$ cat src/rtl/mul_seq.sv
// Multi-cycle shift-add multiplier that borrows the shared ALU one op per granted cycle.
// Optional feature: define MULSEQ_EARLY_EXIT_EN to finish as soon as the multiplier runs out of set bits.
`timescale 1ns/1ps

`ifndef WORDSIZE
`define WORDSIZE 64
`endif
`ifndef SHAMTSIZE
`define SHAMTSIZE 6
`endif
`ifndef ALUOPSIZE
`define ALUOPSIZE 6
`endif
`ifndef ALUOP_ADD
`define ALUOP_ADD 2'b00
`endif

module mul_seq (
    input  logic                  clk,
    input  logic                  rst_n,
    input  logic                  in_valid,
    output logic                  in_ready,
    input  logic [`WORDSIZE-1:0]  in_a,
    input  logic [`WORDSIZE-1:0]  in_b,
    output logic                  out_valid,
    input  logic                  out_ready,
    output logic [`WORDSIZE-1:0]  out_prod,
    output logic                  alu_req,
    input  logic                  alu_gnt,
    output logic [`WORDSIZE-1:0]  alu_a,
    output logic [`WORDSIZE-1:0]  alu_b,
    output logic [`SHAMTSIZE-1:0] alu_shamt,
    output logic [`ALUOPSIZE-1:0] alu_aluop,
    input  logic [`WORDSIZE-1:0]  alu_res
);
    localparam int W  = `WORDSIZE;
    localparam int CW = $clog2(W) + 1;

    // aluop = {inv_a, inv_b, shift_en, dir_left, op[1:0]}
    localparam logic [`ALUOPSIZE-1:0] OP_ADD = `ALUOPSIZE'({4'b0000, `ALUOP_ADD});
    localparam logic [`ALUOPSIZE-1:0] OP_SHL = `ALUOPSIZE'({4'b0011, `ALUOP_ADD});

    typedef enum logic [1:0] {S_IDLE, S_ITER, S_DONE} state_t;

    state_t         state, state_nx;
    logic [W-1:0]   acc, mc, mp;
    logic [CW-1:0]  cnt;
    logic           add_done;
    logic           do_add;
    logic           last_shift;
    logic           start_done;

    // Each multiplier bit costs a SHIFT, plus an ADD first when the bit is set.
    assign do_add = mp[0] & ~add_done;

`ifdef MULSEQ_EARLY_EXIT_EN
    assign last_shift = (cnt == CW'(W - 1)) || (mp[W-1:1] == '0);
    assign start_done = (in_b == '0);
`else
    assign last_shift = (cnt == CW'(W - 1));
    assign start_done = 1'b0;
`endif

    always_ff @(posedge clk or negedge rst_n) begin
        if (!rst_n) state <= S_IDLE;
        else        state <= state_nx;
    end

    always_comb begin
        state_nx  = state;
        in_ready  = 1'b0;
        out_valid = 1'b0;
        out_prod  = '0;
        alu_req   = 1'b0;
        alu_a     = '0;
        alu_b     = '0;
        alu_shamt = '0;
        alu_aluop = '0;
        case (state)
            S_IDLE: begin
                in_ready = 1'b1;
                if (in_valid) state_nx = start_done ? S_DONE : S_ITER;
            end
            S_ITER: begin
                alu_req = 1'b1;
                if (do_add) begin
                    alu_a     = acc;
                    alu_b     = mc;
                    alu_aluop = OP_ADD;
                end else begin
                    alu_a     = mc;
                    alu_shamt = `SHAMTSIZE'(1);
                    alu_aluop = OP_SHL;
                    if (alu_gnt && last_shift) state_nx = S_DONE;
                end
            end
            S_DONE: begin
                out_valid = 1'b1;
                out_prod  = acc;
                if (out_ready) state_nx = S_IDLE;
            end
            default: state_nx = S_IDLE;
        endcase
    end

    always_ff @(posedge clk or negedge rst_n) begin
        if (!rst_n) begin
            acc      <= '0;
            mc       <= '0;
            mp       <= '0;
            cnt      <= '0;
            add_done <= 1'b0;
        end else if (state == S_IDLE) begin
            if (in_valid) begin
                acc      <= '0;
                mc       <= in_a;
                mp       <= in_b;
                cnt      <= '0;
                add_done <= 1'b0;
            end
        end else if (state == S_ITER && alu_gnt) begin
            // Ungranted cycles leave everything untouched so the same op reissues.
            if (do_add) begin
                acc      <= alu_res;
                add_done <= 1'b1;
            end else begin
                mc       <= alu_res;
                mp       <= mp >> 1;
                cnt      <= cnt + CW'(1);
                add_done <= 1'b0;
            end
        end
    end

endmodule

$ cat config.mk
export PLATFORM = sky130hd
export DESIGN_NAME = mul_seq
export DESIGN_NICKNAME = d
export VERILOG_FILES = /design/src/rtl/mul_seq.sv
export SDC_FILE = /design/constraint.sdc
export NUM_CORES = 1
export LEC_CHECK = 0
export ABC_AREA = 1
export BUFFER_PORTS_ARGS = -buffer_cell sky130_fd_sc_hd__clkbuf_2
export CAP_MARGIN = 20
export CORE_ASPECT_RATIO = 0.5
export CORE_MARGIN = 2
export CORE_UTILIZATION = 30
export DETAILED_ROUTE_END_ITERATION = 8
export GPL_TIMING_DRIVEN = 0
export PLACE_DENSITY = 0.57
export SETUP_SLACK_MARGIN = 0.02
export SYNTH_ARGS = -nofsm -noshare
export SYNTH_HDL_FRONTEND = slang
export SYNTH_SLANG_ARGS = --single-unit
$ cat constraint.sdc
create_clock -name clk -period 1.7 [get_ports clk]
set_input_delay 0.255 -clock clk [delete_from_list [all_inputs] [get_ports clk]]
set_output_delay 0.255 -clock clk [all_outputs]
set_load 0.1 [all_outputs]
==> impl_results.md <==
* Routed wl met3 at between 1000 and 1500 um
* Pre-antenna DRT Iters at 5
* Worst Setup EP: alu_a[34]
* Largest net degree at the start of global routing at 103
* R2r endpoint: mc[56]$_DFFE_PN0P_
* CP required at ~1400 ps
* GRT Total Usage at between 20% and 30%
* Leak Pwr at about 10 nW
* Fin nets at 2200
* Post-synth cell types at 23
* Met2 WL at roughly 25000 um
* Worst-path fanout max at 10
* Worst VDD drop at between 0.7 and 0.8 mV
* HPWL Detailed at 31200 um
* Initial antenna violation count at 1
* Routed length on met1 at about 19000 um
* Max frequency at approximately 430 MHz
* Root Driver: clkbuf_16
* Max Buffers Root-to-Sink at 3
* # DRC at 0
* Number of flops mapped to enable cells by yosys at 0
* IO Pins at just over 400
* Cells after Synth at about 1500
* Top_reg_cell synth: dfrtp_1
* Commonest non-fill, non-tap cell in the layout: nand2_1
* Crit Reg-Reg Startpoint: state[1]$_DFFE_PN0P_
* Max-Cap Viols at 0
* GRT overflow at 0
* Clk Latency, worst-skew pair at 520 ps
* Clk_skew at approximately 10 ps
* Vias at 12000
* DP Cell Count at roughly 2400
* Proportion of layout cells with a drive suffix above 1 at 38.4%
* Flops & latches, synth at approximately 200
* DR vias/cell at a little under 5
* Setup TNS at -140640 ps
* Kind of critical path: reg -> out
* Setup crit start: state[0]$_DFFE_PN0P_
* Final worst path period share at 136%
* Final WS setup at -604 ps
* Synthesized area per cell at around 7 um^2
* Seq/Total Area, Yosys at about 46%
* Failing checks: setup timing
* Hold WS at approximately 18 ps
* Row cnt at ~50
* Core ar. at roughly 36000 um^2
* CTS Sinks at slightly above 200
* First-pass GRT wire length at about 71000 um
* Clk slew on worst S/H paths at about 70 ps
* Place WS at -507 ps
* Yosys warns at 0
* Status: complete, but fails checks
* Power Dens Cells at 1520 nW/um^2
* Max-Slew Margin vs Limit at roughly 40%
* Cts bufs inserted at 21
* Hold WC Path Type: in -> reg
* Final Critical Period at roughly 2300 ps
* RSZ-0062 raised after global routing: true
* Post-synthesis async set-or-reset flop share at 100%
* Uppermost routed layer: met4
* Fin. max-slew vios at 0
* Detail Route Antenna Nets at 0
* 1st-iter DRT viols at about 670
* Setup Viol. Count Final at roughly 400
* Fin cells at 2501
* Height of the die at ~140 um
* Most frequent cells in the layout: nand2_1, clkbuf_16, clkbuf_2
* Crit path arrival time at 2050 ps
* Vias in the first global route at between 10000 and 15000
* Final GP Congestion at a little under 0.9
* Die area at 38000 um^2
* Worst-Margin Slew at around 890 ps
* Avg WL per Cell at roughly 19 um
* Area grow syn2layout at 91.5%
* CTS tree: built
* CTS H-tree depth at 1
* Hold Fails Final Rpt at 0
* Kind of start point of the critical path: flop
* Die X at 274 um
* Min-Delay Path Depth at 3
* Initial Util at between 30 and 40%
* Crit end category: output port
* Fillcell total at 3005
* R2r worst-path depth at 10
* R2r setup slk at -300 ps
* Cell area after synthesis at between 10000 and 15000 um^2
* Total routed wirelength at ~48000 um
* Port-buffer cells at ~390
[layout make-up]
class	count	area [um^2]	area share, %
multi-input cells	1028	6330	30.3
diodes	1	2.50	0.0120
flip-flops and latches	202	5060	24.2
inverters	208	785	3.76
plain buffers	115	1150	5.53
clock buffers	32	627	3.00
well taps	484	606	2.90
repair buffers	426	6260	30.0
clock inverters	5	56.3	0.270
[worst min-delay path by stage]
stage / from / slack (ps) / to
final: in_a[29] / 20 / mc[29]$_DFFE_PN0P_
after global routing: in_a[24] / 10 / mc[24]$_DFFE_PN0P_
after CTS: in_a[63] / 0.4 / mc[63]$_DFFE_PN0P_
after detailed placement: rst_n / 420 / mp[50]$_DFFE_PN0P_
after global placement: mp[55]$_DFFE_PN0P_ / 450 / mp[55]$_DFFE_PN0P_
after floorplan: rst_n / -40 / acc[0]$_DFFE_PN0P_
[sequential cells by signal, indices dropped and copies added (netlist names)]
| signal | cells |
|---|---|
| state | 2 |
| acc | 64 |
| mc | 64 |
| add_done | 1 |
| mp | 64 |
| cnt | 7 |
[critical path, cell delays in order (launching register included)]
cell and delay [ps]:
dfrtp_1 360, inv_2 60, nor2_4 190, nand2_4 100, buf_12 170, clkbuf_16 200, o22ai_4 190, clkbuf_16 230
[kinds of logic (layout without fill, tap and decap cells)]
group / Yosys count / in the layout / share of synthesized area [%]
xor+xnor: 1 / 1 / 0.0803
other cells: 1 / 10 / 0.0344
fa+ha+maj: 1 / 1 / 0.115
compound gates: 266 / 266 / 13.3
flops: 202 / 202 / 46.4
simple gates: 751 / 751 / 26.9
buf+inv: 323 / 786 / 13.2
[metal layers]
metal	track usage, %	up-vias
met5	0	-
met4	9.84	0
met3	2.55	120
li1	-	5703
met1	29.0	5888
met2	42.7	312
[synthesized netlist by cell type, types with 10 or more instances]
| library cell | instances | area, um^2 |
|---|---|---|
| o21ai_2 | 10 | 87.6 |
| a21oi_1 | 64 | 320 |
| dfrtp_1 | 202 | 5050 |
| buf_1 | 10 | 37.5 |
| buf_2 | 38 | 190 |
| o22ai_1 | 64 | 400 |
| o21ai_0 | 68 | 340 |
| clkbuf_1 | 28 | 105 |
| buf_4 | 31 | 233 |
| o21ai_1 | 59 | 295 |
| nand3_1 | 73 | 365 |
| nand2_1 | 474 | 1780 |
| nor2_1 | 197 | 739 |
| inv_1 | 207 | 777 |
[power breakdown]
group / switching (W) / internal (W) / leakage [nW]
clock network: 0.00203 / 0.00270 / 0.334
registers: 0.000710 / 0.00645 / 2.59
logic: 0.0129 / 0.00696 / 7.09
[timing repair]
action,in CTS,in global routing
hold buffers,4,0
setup buffers,6,10
endpoints found under the setup margin,371,398
cloned,5,8
pin swaps,6,11
resized for setup,640,49
endpoints found under the hold margin,103,0
[per-stage QoR]
step                      area, um^2  total power, W  utilization, %
after floorplan                13000          0.0204               -
after global placement         15500          0.0230            43.3
after detailed placement       15600          0.0231            43.4
after CTS                      20500          0.0317            57.1
after global routing           20900          0.0331            58.2
final                          20900          0.0318            58.2
No activity file was read; power rests on OpenSTA's default activity.
